<file path="src/rtl/pc_sel_ctrl_pkg.sv">
// rtl/pc_sel_ctrl_pkg.sv - PC mux selection codes and sequencer state encoding
package pc_sel_ctrl_pkg;

   localparam logic [1:0] PC_SEL_NEXT   = 2'b00;
   localparam logic [1:0] PC_SEL_VEC    = 2'b01;
   localparam logic [1:0] PC_SEL_ZERO   = 2'b10;
   localparam logic [1:0] PC_SEL_BRANCH = 2'b11;

   typedef enum logic [2:0] {
      ST_BOOT   = 3'd0,
      ST_RUN    = 3'd1,
      ST_DRAIN  = 3'd2,
      ST_SAVE   = 3'd3,
      ST_VECTOR = 3'd4
   } pc_state_e;

endpackage

</file>
<file path="src/rtl/pc_sel_ctrl.sv">
// rtl/pc_sel_ctrl.sv - PC select/enable sequencer: boot fetch, interrupt entry, exception redirect
module pc_sel_ctrl
   import pc_sel_ctrl_pkg::*;
#(
   parameter int DRAIN_CYCLES = 3,
   parameter int CNT_W        = 4
) (
   input  logic       clk,
   input  logic       rst,
   input  logic       stall,
   input  logic       branch_taken,
   input  logic       int_req,
   input  logic       exc_req,
   input  logic       vec_valid,
   input  logic       save_done,
   output logic [1:0] selection,
   output logic       pc_enable,
   output logic       flush,
   output logic       vec_req,
   output logic       vec_sel,
   output logic       save_pc,
   output logic       int_ack
);

   pc_state_e        state_q, state_d;
   logic             int_pend_q, int_pend_d;
   logic [CNT_W-1:0] cnt_q, cnt_d;

   always_ff @(posedge clk) begin
      if (rst) begin
         state_q    <= ST_BOOT;
         int_pend_q <= 1'b0;
         cnt_q      <= '0;
      end else begin
         state_q    <= state_d;
         int_pend_q <= int_pend_d;
         cnt_q      <= cnt_d;
      end
   end

   always_comb begin
      state_d   = state_q;
      cnt_d     = cnt_q;
      selection = PC_SEL_NEXT;
      pc_enable = 1'b0;
      flush     = 1'b0;
      vec_req   = 1'b0;
      vec_sel   = 1'b0;
      save_pc   = 1'b0;
      int_ack   = 1'b0;

      // Outputs stay at their idle values while reset is held.
      if (!rst) begin
         unique case (state_q)
            ST_BOOT: begin
               vec_req = 1'b1;
               if (vec_valid) begin
                  selection = PC_SEL_VEC;
                  pc_enable = 1'b1;
                  state_d   = ST_RUN;
               end
            end
            ST_RUN: begin
               pc_enable = 1'b1;
               if (exc_req) begin
                  selection = PC_SEL_ZERO;
                  flush     = 1'b1;
               end else if (branch_taken) begin
                  selection = PC_SEL_BRANCH;
                  flush     = 1'b1;
               end else if (int_pend_q) begin
                  pc_enable = 1'b0;
                  flush     = 1'b1;
                  cnt_d     = CNT_W'(DRAIN_CYCLES - 1);
                  state_d   = ST_DRAIN;
               end else if (stall) begin
                  pc_enable = 1'b0;
               end
            end
            ST_DRAIN: begin
               flush = 1'b1;
               if (cnt_q == '0) begin
                  state_d = ST_SAVE;
               end else begin
                  cnt_d = cnt_q - 1'b1;
               end
            end
            ST_SAVE: begin
               save_pc = 1'b1;
               if (save_done) begin
                  state_d = ST_VECTOR;
               end
            end
            ST_VECTOR: begin
               vec_req = 1'b1;
               vec_sel = 1'b1;
               if (vec_valid) begin
                  selection = PC_SEL_VEC;
                  pc_enable = 1'b1;
                  int_ack   = 1'b1;
                  state_d   = ST_RUN;
               end
            end
            default: begin
               state_d = ST_BOOT;
            end
         endcase
      end

      // A request arriving during VECTOR is not latched; ack clears the flag.
      int_pend_d = (int_pend_q | (int_req & (state_q != ST_VECTOR))) & ~int_ack;
   end

endmodule

</file>
<file path="config.mk">
export PLATFORM = sky130hd
export DESIGN_NAME = pc_sel_ctrl
export DESIGN_NICKNAME = d
export VERILOG_FILES = /design/src/rtl/pc_sel_ctrl_pkg.sv /design/src/rtl/pc_sel_ctrl.sv
export SDC_FILE = /design/constraint.sdc
export NUM_CORES = 1
export LEC_CHECK = 0
export ABC_AREA = 1
export BUFFER_PORTS_ARGS = -buffer_cell sky130_fd_sc_hd__buf_2
export CAP_MARGIN = 20
export CORE_UTILIZATION = 45
export DETAILED_ROUTE_END_ITERATION = 6
export HOLD_SLACK_MARGIN = 0.15
export PLACE_DENSITY = 0.69
export SLEW_MARGIN = 20
export SYNTH_ARGS = -nofsm -noshare
export SYNTH_HDL_FRONTEND = slang
export SYNTH_SLANG_ARGS = --single-unit
</file>
<file path="constraint.sdc">
create_clock -name clk -period 2.05 [get_ports clk]
set_clock_uncertainty 0.15 [all_clocks]
set_input_delay 0.41 -clock clk [delete_from_list [all_inputs] [get_ports clk]]
set_output_delay 0.41 -clock clk [all_outputs]
set_load 0.01 [all_outputs]
</file>
==> results.cfg <==
[die]
core_um2 = 1160
start_util = 0.508
die-width_um = 38.1
dieArea_um2 = 1450
placementRows = 12
die-height_um = 38.1
ios = 16

[setup_path]
end_kind = output port
endpoint = pc_enable
cp_data_required_time_ns = 1.49
path_class = reg -> out
cp_data_arrival_time_ns = 1.41
ff2ff_path_depth = 9
reg2reg_to = state_q[0]
r2r_setup_slack_ns = 0.54
startpoint_type = register
critPathMaxFanout = 8
reg2reg_from = cnt_q[0]
crit_start = state_q[1]

[detailed_routing]
drt-vias-per-instance = 5.05
vias = 621
wl_met3_um = 66
drt_iter0_drc = 11
wl_um = 1260
wl_met2_um = 525
detail-route-antenna-nets = 0
drc = 0
routedWlPerCell_um = 10.2
firstDrtPassIters = 4
wl_met1_um = 645
highest_layer = met4

[timing]
fmax_ghz = 0.506
relSlewSlack = 0.822
min_period_ns = 1.97
fin_setup_tns_ns = 0
setup_viol = 0
worstMarginPinSlew_ns = 0.266
period_share = 0.963
drv_slew = 0
grt_setup_unrepaired = false
hold_viol = 0

[layout]
drive_above_1_share = 0.294
antenna_cells = 0
final_cell_area_um2 = 702
area_growth_pct = 19.6
nNetsFinal = 120

[clock_tree]
cts_setup_buffers = 0
htree_levels = 1
cts-root-buf = clkbuf_4
cts.hold.buffers_added = 0
cts_tree = done
cts_buffer_depth = 2
insertion_delay_ns = 0.25
cts_sinks = 8
path_clk_slew_ns = 0.05
ctsResizeCount = 0
cts_made_buffers = 3

[synth]
synth_xor_area_frac = 0.0299
synthSimpleGateAreaFrac = 0.431
yosysSeqAreaShare = 0.273
synth_top_family_by_area = simple AND/OR/NAND/NOR gates
syn_nets = 101
postSynthAreaPerCell_um2 = 6.38
synthAdderAreaFrac = 0.0213
synth_warnings = 0
synth_compound_gate_area_share = 0.124
ys_ff_latch = 8
ys_types = 20
synthCells = 92
syn_area_um2 = 587
muxShareOfSynthArea = 0

[global_route]
grt_pass1_wl_um = 2050
grt_use_total = 0.207
grt_max_degree = 13
first_global_vias = 520
antenna_found_initial = 0
gr-total-overflow = 0

[place]
hpwl_um = 998
portBuffers = 15
placed_cell_area_um2 = 676
gp_congestion = 0.854

[hold_path]
hold_depth = 2
min_path_type = in -> reg
min-delay-start = rst

[power_and_ir_drop]
power_leakage_nw = 0.370
p_per_area_nw_per_um2 = 1430
ir_worst_vdd_mv = 0.690

[flow_run]
max-cap-violations = 0

[run_status]
outcome = complete, no violations
==> how the worst min path moves through the flow <==
stage / endpoint / slack, ns
detailed placement: cnt_q[1] / 0.33
global placement: cnt_q[1] / 0.32
global route: cnt_q[2] / 0.34
finish: state_q[1] / 0.33
floorplan: cnt_q[1] / 0.30
CTS: state_q[1] / 0.32
==> cell usage after synthesis, drive strengths merged <==
cell | count | area [µm²]
nand2 | 17 | 73.8
ha | 1 | 12.5
xor2 | 2 | 17.5
o21ai | 2 | 10.0
nand4 | 1 | 12.5
nor3 | 2 | 10.0
a31oi | 2 | 12.5
nand3 | 10 | 67.6
clkbuf | 1 | 3.75
a21oi | 7 | 35.0
o21a | 2 | 15.0
dfxtp | 8 | 160
nor2 | 19 | 88.8
inv | 18 | 67.6
==> where the power goes <==
part / total [mW] / leakage (nW) / switching (mW) / internal (mW)
sequential: 0.279 / 0.0659 / 0.0679 / 0.211
combinational: 0.605 / 0.290 / 0.377 / 0.227
clock: 0.117 / 0.0138 / 0.0502 / 0.0668
==> final cells by class <==
cell class | count | area [µm²]
sequential | 8 | 161
timing repair buffer | 15 | 75.1
clock buffer | 3 | 22.5
fill | 116 | 454
multi-input combinational | 65 | 358
tap | 14 | 17.5
inverter | 18 | 67.6
==> logic make-up after synthesis <==
family / count (synthesis)
flip-flops: 8
adder cells (fa/ha/maj): 1
buffers and inverters: 19
AO/OA/AOI/OAI: 13
AND/OR/NAND/NOR: 49
XOR/XNOR: 2
==> stage by stage <==
step / utilization / cells / power (mW) / setup slack, ns / hold slack [ns]
after CTS: 0.604 / 123 / 0.992 / 0.114 / 0.323
after global routing: 0.607 / 123 / 1.09 / 0.00178 / 0.340
after detailed placement: 0.584 / 120 / 0.869 / 0.297 / 0.327
after global placement: 0.584 / 120 / 0.860 / 0.334 / 0.321
final: 0.607 / 123 / 1.00 / 0.0753 / 0.327
after floorplan: - / 92 / 0.740 / 0.544 / 0.304
==> registers in the layout, indices dropped and copies added, names as in the netlist <==
register,flops
state_q,3
int_pend_q,1
cnt_q,4
==> per-layer routing <==
| metal | up-vias | GRT usage |
|---|---|---|
| met1 | 270 | 0.274 |
| met4 | 0 | 0.0804 |
| li1 | 329 | - |
| met5 | - | 0 |
| met3 | 4 | 0.0523 |
| met2 | 18 | 0.318 |
==> worst max-delay path, stage by stage, from the launching register on <==
cell and delay, ns:
dfxtp_1 0.44, inv_1 0.16, nand3_4 0.15, o21ai_0 0.11, o21a_1 0.17, buf_2 0.13
==> cell usage in the layout, fill, tap and decap left out <==
master	count
nor2_4	2
nand2_2	4
xor2_1	2
nor2_2	2
nor3_1	2
a21oi_1	7
buf_2	15
nand4_2	1
inv_2	2
dfxtp_2	1
nand2_1	13
clkbuf_4	3
nand3_4	1
nor2_1	15
nand3_2	1
ha_1	1
o21ai_0	2
inv_1	16
o21a_1	2
dfxtp_1	7
nand3_1	8
a31oi_1	2
Power figures use the tool's default switching activity.
